## src/rtl/jt12_pg_ring_pkg.sv

```systemverilog
// Shared phase-generator dimensions: slot count, phase and operator widths.
// Also used by the comb, envelope and operator stages.
package jt12_pg_ring_pkg;

    localparam int unsigned PG_SLOTS = 24;
    localparam int unsigned PG_PW    = 20;
    localparam int unsigned PG_OPW   = 10;
    localparam int unsigned SLOT_W   = 5;

    // Slot index successor, wrapping from n-1 back to 0 in a single step.
    function automatic logic [SLOT_W-1:0] slot_next(input logic [SLOT_W-1:0] s,
                                                    input int unsigned        n);
        if (s == SLOT_W'(n - 1))
            return '0;
        return s + 1'b1;
    endfunction

endpackage

```

## src/rtl/jt12_sh_ring.sv

```systemverilog
// Generic W-bit, N-deep shift ring with step enable and synchronous reset.
// The head takes i_din on each enabled step; o_dout is the tail entry.
module jt12_sh_ring #(
    parameter int unsigned W = 1,
    parameter int unsigned N = 24
) (
    input  logic         clk,
    input  logic         rst,
    input  logic         i_en,
    input  logic [W-1:0] i_din,
    output logic [W-1:0] o_dout
);

    logic [W-1:0] r_ring [N];

    always_ff @(posedge clk) begin
        if (rst) begin
            for (int unsigned k = 0; k < N; k++)
                r_ring[k] <= '0;
        end else if (i_en) begin
            r_ring[0] <= i_din;
            for (int unsigned k = 1; k < N; k++)
                r_ring[k] <= r_ring[k-1];
        end
    end

    assign o_dout = r_ring[N-1];

endmodule

```

## src/rtl/jt12_pg_ring.sv

```systemverilog
// Per-slot phase storage and sequencing for the FM phase generator: phase
// ring, key-on ring, slot counter, phase-reset pulse and operator phase.
module jt12_pg_ring
    import jt12_pg_ring_pkg::*;
#(
    parameter int unsigned SLOTS = PG_SLOTS,
    parameter int unsigned PW    = PG_PW,
    parameter int unsigned OPW   = PG_OPW
) (
    input  logic              clk,
    input  logic              rst,
    input  logic              clk_en,
    input  logic              keyon,
    input  logic [PW-1:0]     phase_nx,
    output logic [PW-1:0]     phase_cur,
    output logic              pg_rst,
    output logic [OPW-1:0]    phase_op,
    output logic [SLOT_W-1:0] slot,
    output logic              zero
);

    logic [SLOT_W-1:0] r_slot;
    logic [OPW-1:0]    r_phase_op;
    logic              w_kon_prev;

    // N-deep ring: the tail during a slot is what that slot wrote one round ago.
    jt12_sh_ring #(
        .W (PW),
        .N (SLOTS)
    ) u_phase_ring (
        .clk    (clk),
        .rst    (rst),
        .i_en   (clk_en),
        .i_din  (phase_nx),
        .o_dout (phase_cur)
    );

    jt12_sh_ring #(
        .W (1),
        .N (SLOTS)
    ) u_kon_ring (
        .clk    (clk),
        .rst    (rst),
        .i_en   (clk_en),
        .i_din  (keyon),
        .o_dout (w_kon_prev)
    );

    always_ff @(posedge clk) begin
        if (rst) begin
            r_slot     <= '0;
            r_phase_op <= '0;
        end else if (clk_en) begin
            r_slot     <= slot_next(r_slot, SLOTS);
            r_phase_op <= phase_nx[PW-1 -: OPW];
        end
    end

    assign pg_rst   = keyon & ~w_kon_prev;
    assign phase_op = r_phase_op;
    assign slot     = r_slot;
    assign zero     = (r_slot == '0);

endmodule

```

## config.mk

```make
export PLATFORM = sky130hd
export DESIGN_NAME = jt12_pg_ring
export DESIGN_NICKNAME = d
export VERILOG_FILES = /design/src/rtl/jt12_pg_ring_pkg.sv /design/src/rtl/jt12_sh_ring.sv /design/src/rtl/jt12_pg_ring.sv
export SDC_FILE = /design/constraint.sdc
export NUM_CORES = 1
export LEC_CHECK = 0
export ABC_AREA = 0
export BUFFER_PORTS_ARGS = -buffer_cell sky130_fd_sc_hd__buf_2
export CORE_MARGIN = 4
export CORE_UTILIZATION = 34
export CTS_CLUSTER_SIZE = 25
export DETAILED_ROUTE_END_ITERATION = 10
export PLACE_DENSITY = 0.47
export SYNTH_ARGS = -nofsm -noshare
export SYNTH_HDL_FRONTEND = slang
export SYNTH_SLANG_ARGS = --single-unit
```

## constraint.sdc

```tcl
create_clock -name clk -period 20.9 [get_ports clk]
set_input_delay 3.135 -clock clk [delete_from_list [all_inputs] [get_ports clk]]
set_output_delay 3.135 -clock clk [all_outputs]
set_load 0.01 [all_outputs]
```

==> results of run 1 <==
[worst max-delay path: cells and delay by family]
| kind | cells | cell delay, ps |
|---|---|---|
| buf+inv | 5 | 3790 |
| simple gates | 1 | 250 |
[cells in the final DEF, fill, tap and decap left out]
cell	instances
nor2b_1	100
nor4b_1	1
nand2_1	4
buf_2	59
clkinv_1	6
nand3_1	1
nand4_1	1
or3b_1	1
clkinv_8	1
o22ai_1	1
clkinv_2	6
and2b_1	27
nand2b_1	1
mux2i_1	10
ha_1	2
clkinv_4	1
xor2_1	2
dfxtp_1	15
buf_4	7
buf_12	1
clkbuf_16	57
clkbuf_1	19
bufinv_16	4
clkbuf_8	7
edfxtp_1	504
and2_1	378
a21oi_1	1
nor2_1	13
nor2b_4	1
o21ai_0	2
inv_1	3
inv_6	2
inv_8	1
nor3_1	1
[routing by layer]
metal	vias up	global-route usage [%]	share of wire (%)
met2	125	12.6	46
met4	0	3.85	3.2
li1	4062	-	-
met5	-	0	0
met3	52	2.23	5.0
met1	3975	9.65	46
[final cells by class]
cell class              count  area [um2]  area share [%]
clock buffers              83        1590            7.23
clock inverters            20         215           0.976
inverters                   4        22.5           0.102
multi-input cells         547        3470            15.8
flip-flops and latches    519       15400            70.0
well taps                 756         946            4.29
repair buffers             67         368            1.67
[power by group through the flow]
stage | clock network, W | logic (W) | registers [W]
floorplan | 0 | 0.0000607 | 0.00126
global placement | 0 | 0.0000711 | 0.00125
detailed placement | 0 | 0.0000728 | 0.00125
CTS | 0.00101 | 0.0000729 | 0.00123
global route | 0.00105 | 0.0000799 | 0.00123
finish | 0.000964 | 0.0000693 | 0.00123
[state kept, by name, summed over array words and instances, names as in the netlist]
name                 cells
u_phase_ring.r_ring    480
u_kon_ring.r_ring       24
phase_op                10
slot                     5
[stage by stage]
stage	util [%]	setup slack, ps
after global routing	38.9	13240
after global placement	35.7	12950
final	38.9	13660
after detailed placement	35.7	12870
after floorplan	-	7040
after CTS	38.9	13510
[logic make-up (layout without fill, tap and decap cells)]
kind of cell    Yosys count  in the layout  share of synthesized area (%)
mux                      10             10                          0.511
compound gates            4              4                          0.109
fa+ha+maj                 2              2                          0.128
flops                   519            519                           78.9
simple gates            529            529                           16.9
buf+inv                  83            174                           3.38
xor+xnor                  2              2                         0.0895
[worst paths after layout]
path / startpoint / end / slack (ps)
max: rst / u_phase_ring.r_ring[0][136]$_SDFFCE_PN0P_ / 13660
min: phase_op[7]$_SDFFE_PP0P_ / phase_op[7]$_SDFFE_PP0P_ / 490
min reg2reg: phase_op[7]$_SDFFE_PP0P_ / phase_op[7]$_SDFFE_PP0P_ / 490
max reg2reg: slot[0]$_SDFFE_PP0P_ / slot[4]$_SDFFE_PP0P_ / 19530
==> impl_results.md, run 1 <==
- Status: complete, no violations
- Worst-Skew Late Latency: roughly 590 ps
- Synth top area cells: edfxtp_1 (77%), and2_1 (12%), nor2b_1 (3.2%)
- Synth-to-layout area growth: 12.7%
- Post-CTS sizing: 0
- Skew final: 21.5 ps
- Most frequent cell after synthesis: edfxtp_1
- Post-DP Area: ~20000 um2
- Initial antenna violation count: 0
- Slew headroom: between 10% and 20%
- GR Overflow Total: 0
- Part of the power in registers: around 54%
- Core area: 56700 um2
- Arrival time worst endpoint: between 7000 and 8000 ps
- Seq cells post-synth: 519
- Ys async rst share: 0%
- EDFF count, synth: 504
- Area of the die: between 60000 and 70000 um2
- DR vias: 8214
- PwrDens: just over 100 nW/um2
- Distinct cells, synth: 25
- Sequential share of the synthesized area: 78.9%
- Synth warnings: 0
- # Post-CTS Setup Buffers: 0
- Largest net degree at the start of global routing: 327
- DRC viols: 0
- Port bufs: 60
- Cell Count, Final, Fillers Out: roughly 2000
- Share of post-route cells with drive strength above 1: 11.9%
- Total net switching power: 0.000444 W
- CTS max path bufs: 3
- Core Rows: 87
- Reg2reg path depth: 4
- Number of fill cells: roughly 5200
- Critical Path Start Type: input pin
- MaxCap Viol Count: 0
- Unrepaired setup endpoints after global routing: no
- Internal power: 0.00181 W
- Count of pins over their slew limit: 0
- TritonCTS Buffers: 56
- DR pass1 iterations: 4
- Post-layout nets: 1221
- Post-synthesis average cell area: 17.0 um2
- Power, Total: 0.00226 W
- Setup_tns: 0 ps
- Htree depth: 2
- Switch share: 19.7%
- P_leak: 8.49 nW
- First-pass GRT wire length: 39700 um
- Die Y: between 200 and 250 um
- Hold WS: 491 ps
- Routed wire length: 23700 um
- Final instance area: approximately 22000 um2
- CP peak stage delay: around 920 ps
- Total Routing Usage GR: 7.80%
- Final Hold Viols: 0
- Synthesized cell area: 19600 um2
- Crit end category: flop
- Leading area contributor after synthesis: edfxtp_1
- Hold Path Class: flop to flop
- Drt via density: around 4.1
- Top Ports: 61
- Gate Count Post-Synth: 1149
- HPWL after detailed placement: 9700 um
- Crit Path Max Fanout: 115
- Critical Path RT: 21090 ps
- Tmin final: ~7200 ps
- Fmax: 138 MHz
- Die width: 248 um
- Peak VDD IR: 0.0000642 V
- Clock power frac: 42.7%
- Crit path top cell by count: buf_4
- Commonest cells in the netlist: edfxtp_1 (504), and2_1 (378), nor2b_1 (100)
- Comb power frac: 3.1%
- Ant. Diodes: 0
- Share of the synthesized area in the top cell type: just under 80%
- Initial Util: 34.5%
- CTS root buffer: clkbuf_16
- Initial DRC count: a little over 700
- Hold path cells: 2
- WL per Instance: 11.9 um
- Worst-margin pin slew: 1310 ps
- Final ANT Viol Nets: 0
- Cts hold-fix bufs: 0
- Critical-path cell list: buf_4, nor2_1, inv_8, buf_4, buf_4, buf_4
- Vias in the first global route: approximately 8000
- Slowest stage cell, crit path: buf_4
- CP Class: input pin to flop
- Synthesized Nets: roughly 1200
- Final worst path period share: 34.6%
- Main synth FF type: edfxtp_1
- Clock sinks: 519
- Post-Place Cells: between 1500 and 2000
- Global placement routability congestion: approximately 0.6
- CTS clk-pin slew, worst paths: 60 ps
- Final setup fails: 0
- CTS tree: yes
(Power assumes the default switching activity.)
==> run 2, diff against run 1 <==
Clock period 20.9 ns to 6.8 ns, I/O delays scaled along.
==> run 2 against run 1 <==
  * Sequential share of layout area shrank 0.055 points
  * Final cell count stayed put
  * Setup slack worse by 9800 ps
  * Global-route usage barely moved
  * Hold slack improved by 0.64 ps
  * Critical path depth down 2
  * Count of clock-buffer cells in the layout decreased by 16
  * Largest power group unchanged
==> impl_results.md, run 2 (same netlist as run 1, synthesis figures left out) <==
- Cell Count, Final, Fillers Out: 1996 (unchanged)
- Count of pins over their slew limit: 0 (unchanged)
- R2r endpoint: slot[4]$_SDFFE_PP0P_ (unchanged)
- R2r startpoint: slot[0]$_SDFFE_PP0P_ (unchanged)
- End of the critical path: u_phase_ring.r_ring[0][127]$_SDFFCE_PN0P_ (was u_phase_ring.r_ring[0][136]$_SDFFCE_PN0P_)
- Top Ports: 61 (unchanged)
- Slew headroom: 18.6% (was 12.6%)
- CTS tree: yes (unchanged)
- Hold Path Class: flop to flop (unchanged)
- CTS clk-pin slew, worst paths: 60 ps (about the same)
- R2R setup slack: 5350 ps (was 19530 ps)
- DR vias: 8283 (was 8214)
- Die Y: 248 um (unchanged)
- Core Rows: 87 (unchanged)
- Commonest non-fill, non-tap cell in the layout: edfxtp_1 (unchanged)
- TritonCTS Buffers: 56 (unchanged)
- Max reg flops: 480 (unchanged)
- Fmax: 341 MHz
- GR Overflow Total: 0 (unchanged)
- Global placement routability congestion: 0.636 (was 0.616)
- Final Hold Viols: 0 (unchanged)
- Drt via density: 4.15 (was 4.12)
- Critical Path RT: 7240 ps (was 21090 ps)
- DRC viols: 0 (unchanged)
- HPWL after detailed placement: 9720 um (was 9700 um)
- Clock sinks: 519 (unchanged)
- Routed wire length: 23800 um (was 23700 um)
- Arrival time worst endpoint: 3370 ps (was 7430 ps)
- Port bufs: 60 (unchanged)
- Largest reg by FF count: u_phase_ring.r_ring (unchanged)
- Ant. Diodes: 0 (unchanged)
- Crit end category: flop (unchanged)
- MaxCap Viol Count: 0 (unchanged)
- Worst-Skew Late Latency: 590 ps (about the same)
- Final worst path period share: 43.2%
- Most frequent cells in the layout: edfxtp_1 (504), and2_1 (378), nor2b_1 (100) (unchanged)
- Core area: 56700 um2 (unchanged)
- CP Class: input pin to flop (unchanged)
- Htree depth: 2 (unchanged)
- Cts hold-fix bufs: 0 (unchanged)
- Reg2reg path depth: 4 (unchanged)
- Critical Path Start Type: input pin (unchanged)
- Post-layout nets: 1221 (unchanged)
- Area of the die: 61500 um2 (unchanged)
- WL per Instance: 11.9 um (about the same)
- PwrDens: 314 nW/um2 (was 102 nW/um2)
- First-pass GRT wire length: 39900 um (was 39700 um)
- Share of post-route cells with drive strength above 1: 12.1% (was 11.9%)
- Hold path startpoint: phase_op[8]$_SDFFE_PP0P_ (was phase_op[7]$_SDFFE_PP0P_)
- Total Routing Usage GR: 7.81% (was 7.80%)
- # Post-CTS Setup Buffers: 0 (unchanged)
- Die width: 248 um (unchanged)
- Synth-to-layout area growth: 12.8% (was 12.7%)
- Hold WS: 492 ps (was 491 ps)
- Skew final: 20.9 ps (was 21.5 ps)
- P_leak: 8.51 nW (was 8.49 nW)
- Post-CTS sizing: 0 (unchanged)
- Largest net degree at the start of global routing: 212 (was 327)
- Peak VDD IR: 0.000177 V (was 0.0000642 V)
- Initial antenna violation count: 0 (unchanged)
- Final setup fails: 0 (unchanged)
- CTS root buffer: clkbuf_16 (unchanged)
- Crit Path Max Fanout: 119 (was 115)
- Final ANT Viol Nets: 0 (unchanged)
- Status: complete, no violations (unchanged)
- Unrepaired setup endpoints after global routing: no (unchanged)
- Vias in the first global route: 8324 (was 8133)
- DR pass1 iterations: 4 (unchanged)
- Initial DRC count: 674 (was 713)
- Post-Place Cells: 1893 (unchanged)
- CTS max path bufs: 3 (unchanged)
- Worst-margin pin slew: 1220 ps (was 1310 ps)
- Initial Util: 34.5% (unchanged)
- Tmin final: 2940 ps
- Critical Path Source: clk_en (was rst)
-- run 2: layout make-up --
type / instances / area (um2)
inverters: 4 / 18.8
multi-input cells: 547 / 3480
fillers: 5191 / 34600
repair buffers: 67 / 405
clock inverters: 36 / 322
flip-flops and latches: 519 / 15400
clock buffers: 67 / 1460
well taps: 756 / 946
-- run 2: worst max-delay path, stage by stage --
cell and delay [ps]:
buf_2 430, nor2b_4 840, buf_4 780, and2_1 230
-- run 2: per-layer routing --
metal  part of all wire, %  GRT usage (%)  vias up
met1                    46           9.46     4053
met2                    46           12.9      114
li1                      -              -     4063
met5                     0              0        -
met4                   3.2           3.75        0
met3                   4.7           2.21       53
-- run 2: how the worst min path moves through the flow --
| stage | end | depth (start not counted) | slack [ps] |
|---|---|---|---|
| 2_1_floorplan | u_kon_ring.r_ring[0][7]$_SDFFCE_PN0P_ | 1 | 500 |
| 3_3_place_gp | phase_op[1]$_SDFFE_PP0P_ | 2 | 470 |
| 3_5_place_dp | phase_op[0]$_SDFFE_PP0P_ | 2 | 480 |
| 4_1_cts | phase_op[0]$_SDFFE_PP0P_ | 2 | 500 |
| 5_1_grt | u_phase_ring.r_ring[0][236]$_SDFFCE_PN0P_ | 1 | 520 |
| 6_report | phase_op[8]$_SDFFE_PP0P_ | 2 | 490 |
-- run 2: through the flow --
step / TNS (ps) / cell area [um2] / power (W) / util, % / worst slack (ps)
after floorplan: -1223190 / 19600 / 0.00405 / - / -2420
after global placement: 0 / 20300 / 0.00405 / 35.8 / 3190
after detailed placement: 0 / 20300 / 0.00406 / 35.8 / 3110
after CTS: 0 / 22100 / 0.00707 / 38.9 / 3750
after global routing: 0 / 22100 / 0.00725 / 38.9 / 3540
final: 0 / 22100 / 0.00693 / 38.9 / 3860
-- run 2: power by group --
part           switching [W]  leakage (nW)  total [W]  internal (W)
registers          0.0000378          5.69    0.00377       0.00373
clock network        0.00120         0.887    0.00295       0.00175
logic               0.000137          1.92   0.000216     0.0000793
total                0.00137          8.51    0.00693       0.00556
